--- config.mk ---
export PLATFORM = sky130hd
export DESIGN_NAME = fetch_stage
export DESIGN_NICKNAME = d
export VERILOG_FILES = /design/src/rtl/fetch_stage_pkg.sv /design/src/rtl/fetch_stage_if_id_reg.sv /design/src/rtl/fetch_stage.sv
export SDC_FILE = /design/constraint.sdc
export NUM_CORES = 1
export LEC_CHECK = 0
export CORE_MARGIN = 2
export CORE_UTILIZATION = 25
export CTS_CLUSTER_DIAMETER = 80
export CTS_CLUSTER_SIZE = 28
export DETAILED_ROUTE_END_ITERATION = 8
export GPL_TIMING_DRIVEN = 0
export SKIP_LAST_GASP = 1
export SLEW_MARGIN = 20
export SYNTH_ARGS = -nofsm -noshare
export SYNTH_HDL_FRONTEND = slang
export SYNTH_HIERARCHICAL = 1
export SYNTH_SLANG_ARGS = --single-unit
--- constraint.sdc ---
create_clock -name clk_i -period 1.9 [get_ports clk_i]
set_clock_uncertainty 0.1 [all_clocks]
set_input_delay 0.19 -clock clk_i [delete_from_list [all_inputs] [get_ports clk_i]]
set_output_delay 0.19 -clock clk_i [all_outputs]
set_load 0.01 [all_outputs]
--- src/rtl/fetch_stage_pkg.sv ---
// Shared constants and types for the instruction-fetch stage.
// Memory is addressed in 4-bit cells; one instruction spans four consecutive cells.
package fetch_stage_pkg;

  localparam int WORD_LEN        = 16;
  localparam int MEM_CELL_SIZE   = 4;
  localparam int INSTR_MEM_SIZE  = 32;
  localparam int CELLS_PER_INSTR = WORD_LEN / MEM_CELL_SIZE;

  localparam logic [WORD_LEN-1:0] NOP_INSTR = '0;

  typedef enum logic {
    FETCH_WARMUP = 1'b0,
    FETCH_RUN    = 1'b1
  } fetchState_e;

endpackage

--- src/rtl/fetch_stage_if_id_reg.sv ---
// IF/ID pipeline register: flush injects a bubble, load captures a fetched word,
// otherwise every field holds (hazard freeze).
module if_id_reg
  import fetch_stage_pkg::*;
#(
  parameter int                WORD_W   = WORD_LEN,
  parameter logic [WORD_W-1:0] NOP_WORD = NOP_INSTR
) (
  input  logic              clk_i,
  input  logic              rst_i,
  input  logic              flush_i,
  input  logic              load_i,
  input  logic [WORD_W-1:0] pc_i,
  input  logic [WORD_W-1:0] pc_next_i,
  input  logic [WORD_W-1:0] instr_i,
  output logic [WORD_W-1:0] pc_o,
  output logic [WORD_W-1:0] pc_next_o,
  output logic [WORD_W-1:0] instr_o,
  output logic              valid_o
);

  logic [WORD_W-1:0] pc_q;
  logic [WORD_W-1:0] pcNext_q;
  logic [WORD_W-1:0] instr_q;
  logic              valid_q;

  // Reset and flush both leave a bubble; flush wins over load so a branch
  // squashes the word fetched down the wrong path.
  always_ff @(posedge clk_i) begin
    if (rst_i || flush_i) begin
      pc_q     <= '0;
      pcNext_q <= '0;
      instr_q  <= NOP_WORD;
      valid_q  <= 1'b0;
    end else if (load_i) begin
      pc_q     <= pc_i;
      pcNext_q <= pc_next_i;
      instr_q  <= instr_i;
      valid_q  <= 1'b1;
    end
  end

  assign pc_o      = pc_q;
  assign pc_next_o = pcNext_q;
  assign instr_o   = instr_q;
  assign valid_o   = valid_q;

endmodule

--- src/rtl/fetch_stage.sv ---
// Instruction-fetch stage: PC register, wrapping incrementer and warm-up FSM,
// feeding the IF/ID register consumed by decode.
module fetch_stage
  import fetch_stage_pkg::*;
#(
  parameter int                WORD_W     = WORD_LEN,
  parameter int                INSTR_STEP = CELLS_PER_INSTR,
  parameter int                MEM_SIZE   = INSTR_MEM_SIZE,
  parameter logic [WORD_W-1:0] RESET_PC   = '0,
  parameter logic [WORD_W-1:0] NOP_WORD   = NOP_INSTR
) (
  input  logic              clk_i,
  input  logic              rst_i,
  input  logic              freeze_i,
  input  logic              branch_taken_i,
  input  logic [WORD_W-1:0] branch_addr_i,
  output logic [WORD_W-1:0] instr_addr_o,
  input  logic [WORD_W-1:0] instr_i,
  output logic [WORD_W-1:0] pc_id_o,
  output logic [WORD_W-1:0] pc_next_id_o,
  output logic [WORD_W-1:0] instr_id_o,
  output logic              valid_id_o
);

  // MEM_SIZE is a power of two, so modulo reduces to masking the low bits.
  localparam logic [WORD_W-1:0] ADDR_MASK = WORD_W'(MEM_SIZE - 1);
  localparam logic [WORD_W-1:0] STEP      = WORD_W'(INSTR_STEP);

  fetchState_e       state_q;
  logic [WORD_W-1:0] pc_q;
  logic [WORD_W-1:0] pc_d;
  logic [WORD_W-1:0] pcPlusStep;
  logic [WORD_W-1:0] branchTarget;
  logic              inRun;
  logic              ifIdFlush;
  logic              ifIdLoad;

  assign pcPlusStep   = (pc_q + STEP) & ADDR_MASK;
  assign branchTarget = branch_addr_i & ADDR_MASK;
  assign inRun        = (state_q == FETCH_RUN);

  // Branch beats freeze; warm-up holds the PC regardless of freeze.
  always_comb begin
    pc_d = pc_q;
    if (inRun) begin
      if (branch_taken_i) begin
        pc_d = branchTarget;
      end else if (!freeze_i) begin
        pc_d = pcPlusStep;
      end
    end
  end

  always_ff @(posedge clk_i) begin
    if (rst_i) begin
      state_q <= FETCH_WARMUP;
      pc_q    <= RESET_PC;
    end else begin
      case (state_q)
        FETCH_WARMUP: state_q <= FETCH_RUN;
        FETCH_RUN:    state_q <= FETCH_RUN;
        default:      state_q <= FETCH_WARMUP;
      endcase
      pc_q <= pc_d;
    end
  end

  // The warm-up cycle pushes a bubble because the memory image is still settling.
  assign ifIdFlush = !inRun || branch_taken_i;
  assign ifIdLoad  = inRun && !freeze_i;

  assign instr_addr_o = pc_q;

  if_id_reg #(
    .WORD_W   (WORD_W),
    .NOP_WORD (NOP_WORD)
  ) u_if_id_reg (
    .clk_i     (clk_i),
    .rst_i     (rst_i),
    .flush_i   (ifIdFlush),
    .load_i    (ifIdLoad),
    .pc_i      (pc_q),
    .pc_next_i (pcPlusStep),
    .instr_i   (instr_i),
    .pc_o      (pc_id_o),
    .pc_next_o (pc_next_id_o),
    .instr_o   (instr_id_o),
    .valid_o   (valid_id_o)
  );

endmodule

Yosys cells after proc, flatten, opt, wreduce, memory -nomap -nowiden
Cells that the tools add are included.
W data, S select, Z words.
{"block": "totals", "register_bits": 55, "input_bits": 36, "out_inout_bits": 65, "elab_cells": 17}
{"block": "classes", "n_addsub": 1, "n_eq_ne": 1, "n_mux": 3, "n_reduce_logical": 6}
{"op": "$mux W16", "n": 2}
{"op": "$add A5 B3 Y5 const B", "n": 1}
{"op": "$logic_not A1 Y1", "n": 2}
{"op": "$logic_or A1 B1 Y1", "n": 2}
{"op": "$ne A2 B1 Y1 const B", "n": 1}
{"op": "$reduce_and A2 Y1", "n": 1}
{"op": "$logic_and A1 B1 Y1", "n": 1}
{"op": "$mux W1", "n": 1}

Depth between registers and ports, before layout
Gate-level depths: netlist (run 1).
{"block": "depth", "ltp_word": 3, "ltp_mapped": 7, "mapped_depth_nobuf": 4}

Modules after synthesis
Netlist (run 1), hierarchy kept.
{"module": "if_id_reg", "instances": 1, "cells_per_inst": 160, "area_per_inst_um2": 1744.2, "seq_area_each_um2": 980.9}
{"module": "fetch_stage", "instances": 1, "cells_per_inst": 48, "area_per_inst_um2": 405.4, "seq_area_each_um2": 120.1}

Worst setup path before layout (run 1)
No wires, ideal clock.
{"block": "synth_timing", "path_type": "flip-flop to flip-flop", "from": "register state_q (netlist: inRun)", "to": "register u_if_id_reg.pc_q[4] (netlist: u_if_id_reg/pc_o[4])", "setup_time_ns": 0.114, "t_arrival_ns": 1.259, "required_time_ns": 1.686, "slack_ns": 0.426, "path_stages_with_launch": 8, "path_buffers": 4, "period_less_slack_ns": 1.474, "cell_sequence": "dfxtp_1 > buf_2 > nor2b_1 > buf_2 > buf_6 > buf_6 > mux2i_1 > nor2_1"}
{"block": "synth_via", "elab_cells_between_ends": 4, "cone_classes": "reduce/logical: 4"}
{"element": "start, declared", "line": "fetch_stage.sv:29", "source": "fetchState_e state_q;"}
{"element": "start signal, assigned", "line": "fetch_stage.sv:56", "source": "state_q <= FETCH_WARMUP;"}
{"element": "start signal, assigned", "line": "fetch_stage.sv:60", "source": "FETCH_WARMUP: state_q <= FETCH_RUN;"}
{"element": "start signal, assigned", "line": "fetch_stage.sv:61", "source": "FETCH_RUN: state_q <= FETCH_RUN;"}
{"element": "$logic_and A1 B1 Y1", "line": "fetch_stage.sv:70", "source": "assign ifIdLoad = inRun && !freeze_i;"}
{"element": "net ifIdLoad", "line": "fetch_stage.sv:36", "source": "logic ifIdLoad;"}
{"element": "end signal, assigned", "line": "fetch_stage_if_id_reg.sv:36", "source": "pc_q <= pc_i;"}
{"element": "end, declared", "line": "fetch_stage_if_id_reg.sv:22", "source": "logic [WORD_W-1:0] pc_q;"}
The timed path passes the listed nets, and every way through them passes these cells.
A chain may end at the register's enable or synchronous reset.

Worst setup path after layout (run 1)
{"block": "layout_timing", "from": "register state_q (netlist: inRun)", "to": "register u_if_id_reg.pc_q[9] (netlist: u_if_id_reg/pc_o[9])"}
The elaborated chain is that of the path after synthesis.

==> results by group, run 1 <==
Global routing
  • Initial antenna violation count: 0
  • Vias in the first global route: 1554
  • Pin count of the biggest net entering global routing: 17
  • Grt total ovfl: 0
  • GRT Util Overall: about a tenth
  • First-pass GRT wire length: 7470 microns

Yosys
  • Area share of and/or/nand/nor cells after synthesis: 12.0%
  • Post-Synth Adder-Cell Area: less than 1%
  • Post-Syn Instances: 208
  • Area leader, netlist: dfxtp_1
  • Avg Cell Area, Syn: ~10 sq um
  • Multiplexer share of the synthesized area: 22.8%
  • Synth area leaders: dfxtp_1 (51%), mux2i_1 (23%), nor2_1 (8.9%)
  • Synth Area in XOR/XNOR: less than 1%
  • Synth warn: 6
  • Combinational family with the most area after synthesis: multiplexers
  • Count of distinct cell types in the synthesized netlist: 25
  • Synthesized cell area: 2150 sq um
  • Compound-cell area share of the yosys netlist: 2.97%
  • Sequential area share after synthesis: 51.2%
  • Area fraction of the dominant cell type after synthesis: 51.2%
  • FF+latch count, synth: 55

STA
  • Tcrit/Tclk final: between 80% and 90%
  • Min Tclk post-route: 1.71 ns
  • Slack of the critical path: about 0.19 ns
  • RSZ-0062 raised after global routing: no
  • Slew Limit Fails: 0
  • Hold Violations, Final: 0
  • Final setup viols: 0
  • Fmax: 586 MHz
  • Final setup TNS: 0 ns

Worst setup path
  • Worst EP required: 2.00 ns
  • Setup crit end kind: flip-flop
  • Critical path class: reg2reg
  • Kind of start point of the critical path: flip-flop
  • Crit path DAT: 1.81 ns
  • Crit Path Max Fanout: 10

Layout
  • Sequential cell area: about 1100 sq um
  • Post-Layout Inst Area: roughly 3300 sq um
  • Area of the multi-input gates: 958 sq um
  • Layout fillers: 842
  • Most frequent cells in the layout: clkdlybuf4s50_1 (78), dfxtp_1 (55), nor2_1 (51), mux2i_1 (49), conb_1 (33)
  • Share of cells above drive strength 1: 10.4%
  • Area Growth Syn to Fin: 53.5%
  • Most common cell after layout, fill and taps aside: clkdlybuf4s50_1
  • Layout net count: approximately 360
  • Antenna diodes: 0

Clock tree
  • Resize count post-CTS: 0
  • Max Root-Sink Buffers: 2
  • Root buf cell: clkbuf_8
  • Clock sink count: 55
  • Htree depth: 2
  • Clk_lat worst skew: 0.30 ns
  • CTS Buf Count: 5
  • Hold Buf Count CTS: 0
  • CTS tree: built
  • Worst-path clk slew: 0.10 ns
  • Post-CTS setup buffers: 0

Pwr
  • Pwr Density: 682 nW/um^2
  • VDD IR max: 337 uV
  • Leakage power: 1.30 nW

Floorplanning
  • Num rows: 33
  • Die Height: 96.7 microns
  • Starting Density: 26.0%
  • Core area: around 8300 sq um
  • Ports: 101
  • Die Area: 9360 sq um
  • DIE WIDTH: 96.7 microns

Placement
  • Hpwl dp: roughly 3400 microns
  • IO buf count: 78
  • Gpl congestion: 0.715
  • Pre-CTS setup slack: between 0.02 and 0.03 ns
  • Placed cell area: 3180 sq um

Run status
  • Outcome: completed

Routing
  • Post-Route WL: 4670 microns
  • # DRC: 0
  • Final ANT Viol Nets: 0
  • Routed WL per cell: 10.8 microns
  • Iteration-0 DRC Markers: 32
  • Vias: 1673
  • Routed vias/inst: 3.88
  • Drt pass-1 iters: 4

Job
  • Number of max-cap violations: 0

Min path
  • Hold Crit Class: in2reg
==> report_power, final <==
| group | switching [mW] | total [mW] | internal, mW |
|---|---|---|---|
| clock network | 0.369 | 0.796 | 0.427 |
| registers | 0.0139 | 1.18 | 1.17 |
| logic | 0.116 | 0.272 | 0.156 |
==> logic make-up after synthesis <==
logic type	count (synthesis)
simple gates	63
flops	55
mux	49
buf+inv	29
compound gates	9
fa+ha+maj	1
other cells	1
xor+xnor	1
==> worst max-delay path, stage by stage, from the launching register on <==
cell	delay, ns
dfxtp_1	0.35
buf_2	0.21
nor2b_1	0.15
buf_2	0.16
buf_6	0.18
buf_6	0.19
mux2i_1	0.20
nor2_1	0.05
==> layout make-up <==
type	count	area share, %
well taps	105	3.98
plain buffers	27	6.14
clock inverters	2	1.06
multi-input cells	156	29.0
repair buffers	78	23.7
flip-flops and latches	55	33.4
clock buffers	6	2.50
inverters	2	0.228
==> Yosys cell counts <==
library cell and count:
dfxtp_1 55, buf_6 5, or2_1 1, ha_1 1, nor4b_1 1, buf_2 5, clkbuf_2 1, nor2_1 51
a32o_1 1, inv_1 2, nand2_1 3, mux2i_1 49, a21oi_1 4, nand3_1 2, o31a_1 1, a22o_1 1
nand2b_1 2, conb_1 1, buf_4 15, clkbuf_1 1, o211ai_1 1, nor2b_1 1, xor2_1 1, a311oi_1 1
and3_1 2
==> per-layer routing <==
layer	vias up	track usage [%]	share of wire, %
li1	876	-	-
met1	738	11.9	45
met2	53	16.0	46
met3	6	3.68	7.7
met4	0	2.93	1.1
met5	-	0	0
==> registers in the layout, indices dropped and copies added (netlist names) <==
signal / cells
inRun: 1
instr_addr_o: 5
u_if_id_reg/instr_o: 16
u_if_id_reg/pc_next_o: 16
u_if_id_reg/pc_o: 16
u_if_id_reg/valid_o: 1
==> metrics by stage <==
step | std cells | hold slack (ns) | util, % | total power [mW]
final | 431 | 0.364 | 40.0 | 2.25
after global routing | 431 | 0.377 | 40.0 | 2.36
after CTS | 431 | 0.353 | 40.0 | 2.30
after detailed placement | 423 | 0.370 | 38.5 | 1.49
after global placement | 423 | 0.359 | 38.5 | 1.48
after floorplan | 240 | 0.159 | - | 1.37
==> final timing paths <==
kind,start,end,slack (ns),depth (start not counted)
max,inRun,u_if_id_reg/pc_o[9],0.19,7
min,branch_addr_i[0],instr_addr_o[0],0.36,3
max reg2reg,inRun,u_if_id_reg/pc_o[9],0.19,7
min reg2reg,u_if_id_reg/valid_o,u_if_id_reg/valid_o,0.38,2
Note: power is estimated with default switching activity, not from simulation.
==> run 2, diff against run 1 <==
SKIP_LAST_GASP = default   (was 1)
==> results of run 2 <==
Same layout as run 1: the final DEF is identical, and so are final timing and power.
==> run 3, diff against run 2 <==
GPL_ROUTABILITY_DRIVEN = 0   (was default)
==> results of run 3 <==
Same layout as run 1: the final DEF is identical, and so are final timing and power.
